**config.mk**
```make
export PLATFORM = sky130hd
export DESIGN_NAME = bnn_stream_frontend
export DESIGN_NICKNAME = d
export VERILOG_FILES = /design/src/rtl/bnn_stream_frontend.sv
export SDC_FILE = /design/constraint.sdc
export NUM_CORES = 1
export LEC_CHECK = 0
export ABC_AREA = 1
export CAP_MARGIN = 30
export CELL_PAD_IN_SITES_DETAIL_PLACEMENT = 1
export CELL_PAD_IN_SITES_GLOBAL_PLACEMENT = 1
export CORE_MARGIN = 4
export CORE_UTILIZATION = 37
export CTS_CLUSTER_DIAMETER = 150
export CTS_CLUSTER_SIZE = 28
export DETAILED_ROUTE_END_ITERATION = 7
export GPL_TIMING_DRIVEN = 0
export HOLD_SLACK_MARGIN = 0.06
export PLACE_DENSITY = 0.86
export RECOVER_POWER = 100
export SLEW_MARGIN = 20
export SYNTH_ARGS = -nofsm -noshare
export SYNTH_HDL_FRONTEND = slang
export SYNTH_SLANG_ARGS = --single-unit
```
**constraint.sdc**
```tcl
create_clock -name clk -period 2.4 [get_ports clk]
set_input_delay 0.72 -clock clk [delete_from_list [all_inputs] [get_ports clk]]
set_output_delay 0.72 -clock clk [all_outputs]
set_load 0.02 [all_outputs]
```
**src/rtl/bnn_stream_frontend.sv**
```systemverilog
// bnn_stream_frontend
// Streams quantized features into the parallel input bus of a sequential BNN
// core, restarts the core once a full frame is packed, waits out the fixed
// inference time and offers the captured class index on a valid/ready output.
// Frames whose s_last marker does not land on the final feature are dropped
// and flagged with a one-cycle frame_err pulse.
module bnn_stream_frontend #(
    parameter int FEAT_CNT     = 12,
    parameter int FEAT_BITS    = 4,
    parameter int CLASS_CNT    = 6,
    parameter int INFER_CYCLES = 48,
    localparam int PW          = (CLASS_CNT > 1) ? $clog2(CLASS_CNT) : 1
) (
    input  logic                          clk,
    input  logic                          rst,
    input  logic                          s_valid,
    output logic                          s_ready,
    input  logic [FEAT_BITS-1:0]          s_data,
    input  logic                          s_last,
    output logic [FEAT_CNT*FEAT_BITS-1:0] features,
    output logic                          core_rst,
    input  logic [PW-1:0]                 prediction,
    output logic                          m_valid,
    input  logic                          m_ready,
    output logic [PW-1:0]                 m_class,
    output logic                          frame_err
);

    localparam int KW = (FEAT_CNT > 1) ? $clog2(FEAT_CNT) : 1;
    localparam int CW = $clog2(INFER_CYCLES + 1);

    localparam logic [KW-1:0] LAST_BEAT  = KW'(FEAT_CNT - 1);
    localparam logic [CW-1:0] INFER_LOAD = CW'(INFER_CYCLES);

    localparam logic [1:0] ST_LOAD = 2'd0;
    localparam logic [1:0] ST_RUN  = 2'd1;
    localparam logic [1:0] ST_OUT  = 2'd2;

    logic [1:0]    state;
    logic [KW-1:0] beat_cnt;
    logic [CW-1:0] cyc_cnt;
    logic          accept;
    logic          last_slot;

    assign accept    = s_valid && s_ready && (state == ST_LOAD);
    assign last_slot = (beat_cnt == LAST_BEAT);

    // Frame sequencing: beat counting, framing checks, core restart, inference timer and result handshake.
    always_ff @(posedge clk or negedge rst) begin
        if (!rst) begin
            state     <= ST_LOAD;
            beat_cnt  <= '0;
            cyc_cnt   <= '0;
            s_ready   <= 1'b0;
            core_rst  <= 1'b0;
            m_valid   <= 1'b0;
            m_class   <= '0;
            frame_err <= 1'b0;
        end else begin
            core_rst  <= 1'b0;
            frame_err <= 1'b0;
            case (state)
                ST_LOAD: begin
                    s_ready <= 1'b1;
                    if (accept) begin
                        if (s_last != last_slot) begin
                            frame_err <= 1'b1;
                            beat_cnt  <= '0;
                        end else if (last_slot) begin
                            state    <= ST_RUN;
                            s_ready  <= 1'b0;
                            core_rst <= 1'b1;
                            cyc_cnt  <= INFER_LOAD;
                            beat_cnt <= '0;
                        end else begin
                            beat_cnt <= beat_cnt + 1'b1;
                        end
                    end
                end
                ST_RUN: begin
                    if (core_rst) begin
                        cyc_cnt <= cyc_cnt;
                    end else if (cyc_cnt <= CW'(1)) begin
                        cyc_cnt <= '0;
                        m_class <= prediction;
                        m_valid <= 1'b1;
                        state   <= ST_OUT;
                    end else begin
                        cyc_cnt <= cyc_cnt - 1'b1;
                    end
                end
                ST_OUT: begin
                    if (m_ready) begin
                        m_valid  <= 1'b0;
                        s_ready  <= 1'b1;
                        beat_cnt <= '0;
                        state    <= ST_LOAD;
                    end
                end
                default: begin
                    state   <= ST_LOAD;
                    s_ready <= 1'b0;
                    m_valid <= 1'b0;
                end
            endcase
        end
    end

    // Feature bus: each accepted beat overwrites its own slot, other slots keep the previous frame.
    always_ff @(posedge clk or negedge rst) begin
        if (!rst) begin
            features <= '0;
        end else if (accept) begin
            features[int'(beat_cnt)*FEAT_BITS +: FEAT_BITS] <= s_data;
        end
    end

endmodule

```
[Word-level counts from Yosys, hierarchy flattened]
Index checks and enable logic that the tools add are counted.
Operators by class
  add/subtract/negate cells: 3
  $lt $le $gt $ge: 1
  equal/unequal tests: 10
  shifts and indexed selects: 2
  multiplexer cells: 35
  bitwise gates (word level): 3
  reductions and logical operators: 11
Operators by type and width (number)
  bitwise mux 48 bit: 1
  variable shift 4 x 33 -> 48 bit, first input constant: 1
  variable part select 4 x 33 -> 48 bit: 1
  negation 6 -> 33 bit: 1
  2-to-1 mux 6 bit: 5
  2-to-1 mux 4 bit: 4
  2-to-1 mux 1 bit: 14
  2-to-1 mux 2 bit: 6
  != test 2 bit, second input constant: 6
  case mux 6 bit (2 select lines): 1
  case mux 4 bit (2 select lines): 1
  less-or-equal comparator 6 x 1 -> 1 bit, second input constant: 1
  case mux 1 bit (3 select lines): 2
  case mux 2 bit (3 select lines): 1
  AND reduction 3 bit: 2
  AND reduction 6 bit: 1
  subtractor 6 x 1 -> 6 bit, second input constant: 1
  AND reduction 5 bit: 1
  adder 4 x 1 -> 4 bit, second input constant: 1
  equality test 4 bit, second input constant: 1
  AND reduction 4 bit: 1
  nonzero test 2 bit: 2
  inverter 1 bit: 3
  equality test 2 x 1 -> 1 bit, second input constant: 1
  other kinds (5): 6
Word-level totals
  bits in registers: 67
  bits of input ports: 12
  output and inout bits: 55
  word-level logic and storage cells: 74

[Depth between registers and ports, before layout]
  depth in word-level cells: 5
  gate-level depth with buffers: 11
  gate-level depth less buffers: 11

[Worst setup path before layout]
Ideal clock, no wire load.
  path type: reg-to-reg
  from: reg beat_cnt[0]
  to: reg features[28]
  setup time: 0.127 ns
  data arrival time: 1.776 ns
  required time: 2.273 ns
  slack: 0.497 ns
  cell stages (with the launch flop): 10
  path buffers: 0
  period minus slack after synthesis: 1.903 ns
  cell sequence: dfrtp_1 -> clkinv_1 -> nand2_1 -> nor2_1 -> ha_1 -> inv_1 -> nor3_2 -> nand2_1 -> nand2_1 -> o21ai_0
On the way
  cells in the longest elaborated chain, start to end: 3
  elaborated cells between the ends (all ways): 4
  those cells by class: add/sub: 1; shift: 2; mux: 1
RTL lines
  start: declaration: RTL line 40  | logic [KW-1:0] beat_cnt;
  start signal: assignment: RTL line 76  | beat_cnt <= beat_cnt + 1'b1;
  negation 6 -> 33 bit *: RTL line 114  | features[int'(beat_cnt)*FEAT_BITS +: FEAT_BITS] <= s_data;
  variable part select 4 x 33 -> 48 bit or variable shift 4 x 33 -> 48 bit (tied branches): RTL line 114
  bitwise mux 48 bit *: RTL line 114
  end signal: indexed assignment: RTL line 114
  end: declaration: RTL line 20  | output logic [FEAT_CNT*FEAT_BITS-1:0] features,
Every way passes the cells marked *; elsewhere a longest branch is shown, timed or not.
A chain may end at the register's enable or synchronous reset.

[Worst setup path after layout]
  from: in s_valid
  to: reg features[35]
On the way
  cells in the longest elaborated chain, start to end: 2
RTL lines
  start: declaration: RTL line 16  | input logic s_valid,
  logical AND 1 bit (2 in series): RTL line 45  | assign accept = s_valid && s_ready && (state == ST_LOAD);
Every way passes these cells.

==> impl_summary.txt <==
----------------------------------------------------
[Outcome]
  Result of the run ... finished, final reports clean

[Synth]
  Simple-gate share of the synthesized area ... between 20 and 30%
  Synthesis warning total ... 0
  Post-Synthesis Cell Area ... between 3000 and 4000 sq um
  Fraction of the mapped netlist area in adder cells ... 3.27%
  Nets in the synthesized netlist ... approximately 390
  Number of storage elements in the synthesis netlist ... 67
  Instance count of the mapped netlist ... approximately 370
  Fraction of synthesized cell area in xor and xnor cells ... 0.817%
  Combinational family with the most area after synthesis ... simple AND/OR/NAND/NOR gates
  Distinct cell type count after synthesis ... 21
  Fraction of the yosys area taken by sequential cells ... approximately 55%
  Share of cell area taken by muxes after synthesis ... 0%
  Compound-gate portion of the synthesized area ... 9.31%
  Syn Area/Cell ... 8.39 sq um

[Critical path]
  Slack of the worst reg-to-reg path ... 170 ps
  Startpoint of the worst-slack reg-to-reg timing path ... beat_cnt[0]
  Cell family with most CP delay ... simple AND/OR/NAND/NOR gates
  Max stage delay cell, worst path ... dlygate4sd3_1
  Crit path arrival time ... 2530 ps
  Logic depth of the worst register-to-register path ... 8
  Worst reg2reg path endpoint ... features[35]
  Critical path's largest stage delay ... ~560 ps
  Library cell appearing most often on the critical path ... nand2_1
  Worst Path Required ... 2660 ps
  Crit Path Category ... input port to flop
  Critical path cell sequence ... dlygate4sd3_1 > nand2_1 > nor2_1 > nand2_2 > nor3_4 > nand2_1 > o21ai_0
  Kind of start point of the critical path ... input port
  Maximum fanout along the worst path ... 8
  Nature of the critical path endpoint ... flop
  Combined buffer and inverter count along the critical path ... 1

[Layout]
  Number of standard cells in the final layout excluding fillers ... approximately 550
  Share of layout cells above drive strength 1 ... slightly below 7%
  Signed area change from the synthesized netlist to the final layout ... 33.7%
  Leading cell types in the layout, fill and taps excluded ... nand2_1, dfrtp_1, dlygate4sd3_1, o21ai_0, nand3_1
  Layout net count ... around 470
  Number of diodes added for antenna fixing ... 0
  Commonest non-fill, non-tap cell in the layout ... nand2_1

[Clock network]
  Max Buffers Root-to-Sink ... 2
  Clock Tree Root ... clkbuf_8
  Number of H-tree levels ... 3
  CTS tree ... yes
  Reg clk slew, reported paths ... about 70 ps
  Clock sinks ... 67
  Number of CTS-inserted buffers ... 9
  Clock latency of the later-clocked register in the worst-skew pair ... 350 ps

[Placement]
  Number of I/O port buffers ... 66
  Cell total after placement ... 534
  Placer's final routability congestion estimate ... slightly below 0.9
  Sum of net half-perimeters after detailed placement ... approximately 6600 microns

[STA]
  Final setup vio count ... 0
  Peak Freq ... between 400 and 500 MHz
  Total negative slack ... 0 ps
  Slew HR ... 34.4%
  Post-Route Skew ... 6.76 ps
  Min Clock Period, post-route ... ~2300 ps
  Worst-margin pin slew ... just under 1000 ps
  Total count of hold-check failures in the final report ... 0
  Max-slew violation count ... 0
  Portion of the clock cycle consumed by the worst path in the final layout ... between 90% and 100%

[Route]
  Sum of routed wire segments on met1 ... about 3800 microns
  Routed length on met2 ... roughly 4700 microns
  Drt pass-1 iters ... 4
  Count of unresolved DRC violations after routing ... 0
  Max Used Layer ... met4
  Routed via count ... ~2,900
  Wire length on met3 ... roughly 340 microns
  Sum of routed wire length over all layers ... 9040 microns
  DRC marker count from the first detailed-route iteration ... around 200
  Residual antenna-violating net count after detailed routing ... 0
  Detailed-route wire length per cell ... 16.4 microns
  Routed vias/inst ... a little over 5

[Power]
  IR Drop Worst-Case VDD ... approximately 0.00044 V
  Tot Pwr ... 4.34 mW
  Leakage component of the power ... ~2.0 nW
  Power density of the placed cells ... between 1000 and 1500 nW/um^2

[Run]
  Max Cap Violations ... 0

[Global route]
  First-pass GRT wire length ... ~15,000 microns
  Maximum number of pins on one net before global-route repair ... 53
  Initial antenna violation count ... 0
  All-layer global routing usage ... 19.3%
  Overflow after GRT ... 0
  Number of global-route vias before repair ... about 3,100

[Floorplanning]
  Die outline area ... approximately 10000 sq um
  Y dimension of the die ... just under 100 microns
  Effective utilization at floorplan ... a little under 40%
  Total number of placement rows ... 32
  Horizontal extent of the die ... between 90 and 100 microns
  Number of ports placed on the die boundary ... 67
  Core Region ... between 7000 and 8000 sq um

[Min path]
  Path category of the worst min-delay check ... flop to flop
  Count of cells along the worst hold path ... 2
  End of the worst hold path ... features[10]
  HP Start ... features[10]

----------------------------------------------------
==> synthesized netlist by cell type <==
cell type,instances,area (sq um)
a21oi_1,3,15.0
xnor2_2,1,16.3
nand4_1,15,93.8
nand2_1,115,432
ha_1,8,100
buf_2,1,5.00
clkinv_1,1,3.75
inv_2,2,7.51
inv_1,24,90.1
nor3_1,5,25.0
clkbuf_1,4,15.0
nor2_1,29,109
o21ai_0,51,255
nand3_1,30,150
nand2_2,1,6.26
dfrtp_1,67,1680
nor2_4,2,22.5
o21ai_1,3,15.0
xor2_1,1,8.76
or2_2,1,6.26
nor3_2,1,10.0
==> metal layers <==
layer | global-route usage (%) | up-vias
li1 | - | 1370
met1 | 23.6 | 1410
met2 | 34.1 | 61
met3 | 3.40 | 13
met4 | 6.72 | 0
met5 | 0 | -
==> report_power, final <==
| part | switching (mW) | internal [mW] | leakage, nW |
|---|---|---|---|
| registers | 0.158 | 1.34 | 0.898 |
| clock network | 0.444 | 0.428 | 0.0884 |
| logic | 1.35 | 0.619 | 1.01 |
==> through the flow <==
| stage | hold WS [ps] | setup slack [ps] | cell area [sq um] | util [%] |
|---|---|---|---|---|
| CTS | 223 | 46.1 | 4060 | 51.4 |
| global placement | 454 | -1600 | 3850 | 48.8 |
| global route | 488 | -30.0 | 4090 | 51.9 |
| finish | 470 | 122 | 4090 | 51.9 |
| floorplan | 424 | 497 | 3060 | - |
| detailed placement | 463 | -135 | 3880 | 49.1 |
==> cells by family (layout without fill, tap and decap cells) <==
group                    after synthesis  count (layout)
buffers and inverters                 32             117
adder cells (fa/ha/maj)                8               8
flip-flops                            67              67
AND/OR/NAND/NOR                      199             199
AO/OA/AOI/OAI                         57              57
XOR/XNOR                               2               2
==> flip-flops by register name (all words and copies together), names as in the netlist <==
signal,cells
features,48
m_class,3
frame_err,1
m_valid,1
s_ready,1
core_rst,1
cyc_cnt,6
state,2
beat_cnt,4
==> repair_timing <==
action,CTS,global route
setup endpoints to repair,0,39
buffers inserted,0,2
gates resized for setup,0,6
hold buffers,0,0
==> worst min-delay path, stage by stage, from the launching register on <==
cell and delay [ps]:
dfrtp_1 350, nand2_1 50, nand2_1 40
==> final cells by class <==
cell class / instances / area (sq um)
plain buffers: 5 / 20.0
well taps: 102 / 128
clock inverters: 4 / 25.0
clock buffers: 12 / 155
repair buffers: 69 / 697
inverters: 27 / 105
fillers: 957 / 3790
flip-flops and latches: 67 / 1680
multi-input cells: 266 / 1290
==> worst max path at each step <==
stage	cells past startpoint	slack, ps	to	startpoint
floorplan	9	500	features[28]	beat_cnt[0]
global placement	1	-1600	features[26]	rst
detailed placement	7	-130	features[35]	s_valid
CTS	8	50	features[22]	beat_cnt[0]
global route	6	-30	features[1]	beat_cnt[0]
finish	7	120	features[35]	s_valid
(Power assumes the default switching activity.)
